--- config.mk ---
export PLATFORM = sky130hd
export DESIGN_NAME = rr_arbiter_8
export DESIGN_NICKNAME = d
export VERILOG_FILES = /design/src/rtl/rr_arb_pkg.sv /design/src/rtl/prio_enc8.sv /design/src/rtl/rr_arbiter_8.sv
export SDC_FILE = /design/constraint.sdc
export NUM_CORES = 1
export LEC_CHECK = 0
export ABC_AREA = 1
export CAP_MARGIN = 0
export CORE_MARGIN = 2
export CORE_UTILIZATION = 25
export CTS_CLUSTER_DIAMETER = 100
export DETAILED_ROUTE_END_ITERATION = 7
export PLACE_DENSITY_LB_ADDON = 0.08
export SLEW_MARGIN = 30
export SYNTH_ARGS = -nofsm -noshare
export SYNTH_HDL_FRONTEND = slang
export SYNTH_SLANG_ARGS = --single-unit
--- constraint.sdc ---
create_clock -name clk -period 3.43 [get_ports clk]
set_input_delay 0.686 -clock clk [delete_from_list [all_inputs] [get_ports clk]]
set_output_delay 0.686 -clock clk [all_outputs]
set_load 0.01 [all_outputs]
--- src/rtl/rr_arb_pkg.sv ---
// Shared types and sizing constants for the 8-way round-robin arbiter.
package rr_arb_pkg;

  localparam int N_REQ  = 8;
  localparam int IDX_W  = 3;
  localparam int HOLD_W = 8;

  typedef enum logic {
    IDLE  = 1'b0,
    GRANT = 1'b1
  } state_t;

endpackage

--- src/rtl/prio_enc8.sv ---
// Fixed-priority encoder over 8 inputs; bit 0 has the highest priority.
module prio_enc8
  import rr_arb_pkg::*;
(
  input  logic [N_REQ-1:0] req,
  output logic [IDX_W-1:0] idx,
  output logic             vld
);

  // NOTE: every always_comb output gets a default before any branch, so no latch is inferred.
  always_comb begin
    idx = '0;
    vld = 1'b0;
    // Walk from the top down so the lowest set bit is the last one written.
    for (int i = N_REQ - 1; i >= 0; i--) begin
      if (req[i]) begin
        idx = IDX_W'(i);
        vld = 1'b1;
      end
    end
  end

endmodule

--- src/rtl/rr_arbiter_8.sv ---
// 8-way round-robin arbiter with registered one-hot grant and a hold limit.
module rr_arbiter_8
  import rr_arb_pkg::*;
#(
  parameter int MAX_HOLD = 16
) (
  input  logic             clk,
  input  logic             rst,
  input  logic             en,
  input  logic [N_REQ-1:0] req,
  output logic [N_REQ-1:0] gnt,
  output logic [IDX_W-1:0] gnt_id,
  output logic             gnt_vld,
  output logic             timeout
);

  state_t              state, state_nxt;
  logic [IDX_W-1:0]    ptr, ptr_nxt;
  logic [HOLD_W-1:0]   hold_cnt, hold_nxt;
  logic [N_REQ-1:0]    gnt_nxt;
  logic [IDX_W-1:0]    gnt_id_nxt;
  logic                gnt_vld_nxt;
  logic                timeout_nxt;

  logic [2*N_REQ-1:0]  req_dbl;
  logic [N_REQ-1:0]    req_rot;
  logic [IDX_W-1:0]    enc_idx;
  logic                enc_vld;
  logic [IDX_W-1:0]    winner;
  logic                owner_req;
  logic                at_max;

  // Rotate so that bit 0 of the encoder input is requester ptr; the
  // encoder's fixed priority then yields the round-robin search order.
  assign req_dbl = {req, req};
  assign req_rot = req_dbl[ptr +: N_REQ];

  prio_enc8 u_enc (
    .req (req_rot),
    .idx (enc_idx),
    .vld (enc_vld)
  );

  assign winner    = ptr + enc_idx;
  assign owner_req = req[gnt_id];
  assign at_max    = (hold_cnt == HOLD_W'(MAX_HOLD));

  always_comb begin
    state_nxt   = state;
    ptr_nxt     = ptr;
    hold_nxt    = hold_cnt;
    gnt_nxt     = gnt;
    gnt_id_nxt  = gnt_id;
    gnt_vld_nxt = gnt_vld;
    timeout_nxt = 1'b0;
    case (state)
      IDLE: begin
        if (en && enc_vld) begin
          state_nxt   = GRANT;
          gnt_nxt     = N_REQ'(1) << winner;
          gnt_id_nxt  = winner;
          gnt_vld_nxt = 1'b1;
          hold_nxt    = HOLD_W'(1);
        end
      end
      GRANT: begin
        // A dropped request wins over the limit, so timeout only fires
        // when the owner still wants the resource.
        if (!owner_req || at_max) begin
          state_nxt   = IDLE;
          gnt_nxt     = '0;
          gnt_id_nxt  = '0;
          gnt_vld_nxt = 1'b0;
          hold_nxt    = '0;
          ptr_nxt     = gnt_id + IDX_W'(1);
          timeout_nxt = owner_req;
        end else begin
          hold_nxt = hold_cnt + HOLD_W'(1);
        end
      end
      default: state_nxt = IDLE;
    endcase
  end

  // NOTE: sequential state uses non-blocking assignments so all flops update together.
  always_ff @(posedge clk or posedge rst) begin
    if (rst) begin
      state    <= IDLE;
      ptr      <= '0;
      hold_cnt <= '0;
      gnt      <= '0;
      gnt_id   <= '0;
      gnt_vld  <= 1'b0;
      timeout  <= 1'b0;
    end else begin
      state    <= state_nxt;
      ptr      <= ptr_nxt;
      hold_cnt <= hold_nxt;
      gnt      <= gnt_nxt;
      gnt_id   <= gnt_id_nxt;
      gnt_vld  <= gnt_vld_nxt;
      timeout  <= timeout_nxt;
    end
  end

endmodule

---- After elaboration in Yosys (flattened, before gate mapping) ----
Index checks and enable logic that the tools add are counted.
word-level totals
  bits in registers ....................... 25
  output and inout bits ................... 13
  bits in latches ......................... 0
  word-level logic and storage cells ...... 57
  memory bits (writable) .................. 0
  input bits .............................. 11
  memories kept ........................... 0
  bits in read-only memories .............. 0
operators by class
  add/subtract/negate cells ............... 3
  reductions and logical operators ........ 5
  multiplexer cells ....................... 35
  magnitude comparators ................... 1
  div/mod/pow operators ................... 0
  multipliers ............................. 0
  shifts and indexed selects .............. 2
  bitwise logic cells ..................... 1
  eq/ne operators ......................... 3
operator list
  kind                                                                          count
  8-bit 2-to-1 mux                                                              4
  8-bit one-hot mux with 2 select lines                                         2
  3-bit 2-to-1 mux                                                              10
  16-bit by 4-bit variable part select with 8-bit output                        1
  1-bit 2-to-1 mux                                                              15
  8-bit by 1-bit adder with 8-bit output, second input constant                 1
  8-bit by 5-bit == test with 1-bit output, second input constant               1
  1-bit by 3-bit << shifter with 8-bit output, first input constant             1
  3-bit one-hot mux with 2 select lines                                         1
  3-bit by 4-bit less-than comparator with 1-bit output, second input constant  1
  1-bit one-hot mux with 2 select lines                                         2
  2-bit AND reduction                                                           2
  3-bit by 1-bit adder with 3-bit output, second input constant                 1
  3-bit adder                                                                   1
  1-bit binary-select mux with 3-bit select                                     1
  2-bit by 1-bit inequality test with 1-bit output, second input constant       1
  2-bit inequality test, second input constant                                  1
  1-bit logical AND                                                             1
  1-bit zero test                                                               1
  1-bit logical OR                                                              1
  1-bit inverter                                                                1

---- Longest topological paths before layout ----
  depth after elaboration ................. 13
  depth in mapped cells ................... 20

---- Cells and area by module ----
From an unflattened synthesis, not the netlist that was laid out.
second synthesis, totals
  cell total of the unflattened synthesis .. 249
  area total of the unflattened synthesis .. 1,720.4 µm²
by module, submodules not included
  module        times used  cells an instance  area each (µm²)
  rr_arbiter_8  1           227                1,621.6
  prio_enc8     1           22                 98.8

---- Least setup slack after synthesis ----
Ideal clock, no wire load.
  kind .................................... input port to flip-flop
  start point ............................. input port req[0]
  end point ............................... register gnt[5]
  stages on the path ...................... 17
  data required time ...................... 3.312 ns
  arrival ................................. 2.587 ns
  path slack .............................. 0.726 ns
  cell sequence ........................... nand2_1 > nand3_1 > nand2_1 > o21ai_1 > a21oi_1 > o21ai_0 > nand2_1 > a21boi_0 > ha_1 > inv_1 > fa_1 > xor2_1 > nand3b_1 > nand2_2 > inv_2 > nand3_1 > nand2_1
between the ends
  word-level cells in the longest chain between the ends .. 13
  elaborated cells on any way between the ends .. 29
  those cells by class .................... add/sub: 1; eq/ne: 2; shift: 2; mux: 20; reduce/logical: 4
ends and longest elaborated chain
  what                                                    RTL line            source
  from (decl)                                             rr_arbiter_8.sv:10  input logic [N_REQ-1:0] req,
  16-bit by 4-bit variable part select with 8-bit output  rr_arbiter_8.sv:36  assign req_rot = req_dbl[ptr +: N_REQ];
  3-bit 2-to-1 mux (8 in series)                          prio_enc8.sv:16     if (req[i]) begin
  3-bit adder                                             rr_arbiter_8.sv:44  assign winner = ptr + enc_idx;
  1-bit by 3-bit << shifter with 8-bit output             rr_arbiter_8.sv:60  gnt_nxt = N_REQ'(1) << winner;
  8-bit 2-to-1 mux                                        rr_arbiter_8.sv:58  if (en && enc_vld) begin
  8-bit one-hot mux with 2 select lines                   rr_arbiter_8.sv:56  case (state)
  to (signal assigned)                                    rr_arbiter_8.sv:99  gnt <= gnt_nxt;
  to (decl)                                               rr_arbiter_8.sv:11  output logic [N_REQ-1:0] gnt,
Several ways; a longest one is shown, not always the timed one. The select of a mux whose other input is x is not followed.
A chain may end at the register's enable or synchronous reset.

---- Final worst setup path ----
  start point ............................. input port req[2]
  end point ............................... register gnt[5]
The elaborated chain is that of the path after synthesis.

==> flow_summary.ini <==
[status]
status = finished, final reports clean

[setup_path]
r2r_cells = 17
rrSetupSlack_ns = 0.41
worst_r2r_endpoint = gnt[5]$_DFFE_PP0P_
cp.arrival_ns = 3.36
worstPathRequired_ns = 3.59
critPathMaxFanout = 5
worst-setup-path-type = primary input to flop
r2r-start = ptr[0]$_DFFE_PP0P_
critPathLaunchType = primary input
endpoint_kind = flop

[power_and_ir_drop]
internal_power_mw = 0.9525
p_seq_frac = 0.255
power.clock.fraction = 0.088
p_switching_mw = 1.007
combPwrFrac = 0.657
peakVddDrop_uv = 337.9
p_leak_nw = 1.042
power_density_nw_per_um2 = 872.4
switching_share = 0.5139

[min_path]
hold_end = gnt_vld$_DFFE_PP0P_
hold_path_class = flop to flop
holdPathStages = 1
min-delay-start = gnt_vld$_DFFE_PP0P_

[logic_synthesis]
yosysSeqAreaShare = 0.3451
syn_nets = 260
ys_ff_latch = 25
mappedNetlistArea_um2 = 1813
syn_inst = 244
synth.avg_cell_area_um2 = 7.430
yosysUniqueCellTypes = 35
ys_warn_count = 0

[sta]
fin_crit_sh = 0.9334
slew_violations = 0
fin_skew_ns = 0.003250
setup_slack_ns = 0.2285
slew_headroom = 0.6397
period_minus_slack_ns = 3.202
setup_viol = 0
rsz0062_at_grt = no
final-hold-violation-count = 0
worstMarginPinSlew_ns = 0.5404
fmax_ghz = 0.3124

[routing]
first_iter_violations = 26
drc_errors = 0
ant_nets = 0
avgViaCountPerCell = 4.451
vias = 1669
dr.pass1.iters = 4
wl_per_cell_um = 12.28
drt_wl_total_mm = 4.604

[die]
placementRows = 31
dieArea_um2 = 7950
start_util = 0.2540
core_area_um2 = 7137
die_x_um = 89.16
chipHeight_um = 89.16
ios = 24

[clock_tree]
clkLatencyLatePin_ns = 0.26
path_clk_slew_ns = 0.09
cts_made_buffers = 3
cts_resized = 0
cts_num_sinks = 25
cts_root_buffer = clkbuf_8
hold_buffers = 0
cts_tree = yes
cts_buffer_depth = 2
post_cts_buffers = 0
h-tree-depth = 1

[layout]
drive_gt1_frac = 0.1703
final_nets = 293
final_cells = 375
num-fill-cells = 786
antenna_cells = 0
area_delta_synth_final_pct = 23.88

[global_route]
antenna_found_initial = 0
top_usage_layer = met2
grt_pass1_vias = 1703
grt_usage = 0.1263
use_met1 = 0.1700
grtUsageMet2 = 0.2061
grt_max_degree = 26
grt_pass1_wl_mm = 7.886
grt-ovfl-total = 0
met3_usage = 0.01293

[placed_design]
gp_congestion = 0.8524
port_buffers = 23
dp.cells = 371
pre_cts_slack_ns = -0.1404
dpl.hpwl_mm = 3.502

[flow_run]
max_cap_viol_count = 0
## registers in the layout, summed over array words and instances (netlist names)
register / count
state: 1
ptr: 3
gnt: 8
timeout: 1
hold_cnt: 8
gnt_id: 3
gnt_vld: 1
## logic make-up (layout without fill, tap and decap cells)
logic type               count (synthesis)  in the layout  share of synthesized area
XOR/XNOR                                 7              7                    0.03382
AO/OA/AOI/OAI                           27             27                    0.08765
AND/OR/NAND/NOR                        150            150                     0.4058
buffers and inverters                   30             62                    0.08903
adder cells (fa/ha/maj)                  5              5                    0.03865
flip-flops                              25             25                     0.3451
## power by group through the flow
stage | combinational (mW) | clock (mW) | sequential (mW)
3_5_place_dp | 1.29 | 0 | 0.503
3_3_place_gp | 1.30 | 0 | 0.509
2_1_floorplan | 0.990 | 0 | 0.456
5_1_grt | 1.48 | 0.199 | 0.513
4_1_cts | 1.30 | 0.187 | 0.499
6_report | 1.29 | 0.173 | 0.499
## critical path: stages
cell,delay (ns)
clkdlybuf4s50_1,0.53
nand2_1,0.09
nand3_1,0.11
nand2_1,0.10
o21ai_1,0.17
a21oi_1,0.08
o21ai_0,0.15
nand2_1,0.09
a21boi_2,0.14
ha_1,0.15
inv_1,0.05
fa_1,0.37
xor2_1,0.16
nand3b_1,0.18
nand2_2,0.13
inv_2,0.07
nand3_1,0.09
nand2_1,0.05
## cell usage in the layout (no fill, tap or decap), types with 3 or more instances in the layout
cell,count
ha_1,4
nand2_2,16
dfrtp_1,25
nand3_1,37
nand2_1,67
o21ai_0,10
inv_1,19
nand3_2,7
nor2_1,14
o22ai_1,7
clkbuf_8,3
xor2_1,5
clkdlybuf4s50_1,22
buf_4,12
## cell usage after synthesis
cell,instances,share of area
o21bai_1,1,0.0041
ha_1,4,0.028
nand3_2,7,0.039
buf_12,1,0.011
buf_2,2,0.0055
nor2_4,2,0.012
buf_4,1,0.0041
clkbuf_2,1,0.0028
inv_8,1,0.0062
nand3_4,1,0.0097
o22ai_1,7,0.024
o21ai_1,2,0.0055
inv_2,2,0.0041
nor3b_1,1,0.0041
nor3_1,1,0.0028
o211ai_1,2,0.0083
nand3b_1,1,0.0041
nor4_1,1,0.0035
nand4_1,1,0.0035
nor2_1,14,0.029
o21a_1,2,0.0083
xnor2_1,2,0.0097
fa_1,1,0.011
nand2_1,68,0.14
inv_4,1,0.0035
nand3_1,37,0.10
buf_6,2,0.012
a21boi_0,1,0.0041
nand2_2,15,0.052
xor2_1,5,0.024
a21oi_1,2,0.0055
o21ai_0,10,0.028
nor2_2,1,0.0035
inv_1,19,0.039
dfrtp_1,25,0.35
## stage by stage
step / total power, mW / utilization / cell area, um^2 / TNS (ns) / hold slack, ns
detailed placement: 1.792 / 0.3072 / 2192 / -0.7769 / 0.4785
global placement: 1.807 / 0.3072 / 2192 / -0.4351 / 0.4854
CTS: 1.981 / 0.3135 / 2237 / 0 / 0.5119
finish: 1.959 / 0.3147 / 2246 / 0 / 0.5047
global route: 2.189 / 0.3147 / 2246 / 0 / 0.5342
floorplan: 1.446 / - / 1813 / 0 / 0.5230
## area by class of cell
class	count	area, um^2	area share
multi-input cells	189	1032	0.4596
well taps	99	123.9	0.05515
inverters	23	96.34	0.04290
flip-flops and latches	25	625.6	0.2786
repair buffers	35	322.8	0.1437
clock buffers	4	45.04	0.02006
## routing by layer
layer | vias to the layer above | wire length, um | part of all wire
met1 | 760 | 2298 | 0.50
met4 | 0 | 103 | 0.022
met2 | 33 | 2072 | 0.45
li1 | 868 | - | -
met3 | 8 | 130 | 0.028
met5 | - | 0 | 0
## worst max path at each step
| stage | from | depth (start not counted) | to | slack (ns) |
|---|---|---|---|---|
| finish | req[2] | 18 | gnt[5]$_DFFE_PP0P_ | 0.23 |
| floorplan | req[0] | 17 | gnt[5]$_DFFE_PP0P_ | 0.73 |
| CTS | req[0] | 18 | gnt[5]$_DFFE_PP0P_ | 0.14 |
| detailed placement | req[0] | 18 | gnt[5]$_DFFE_PP0P_ | -0.14 |
| global placement | req[0] | 18 | gnt[5]$_DFFE_PP0P_ | -0.09 |
| global route | req[2] | 18 | gnt[7]$_DFFE_PP0P_ | 0.006 |
Power figures use the tool's default switching activity.
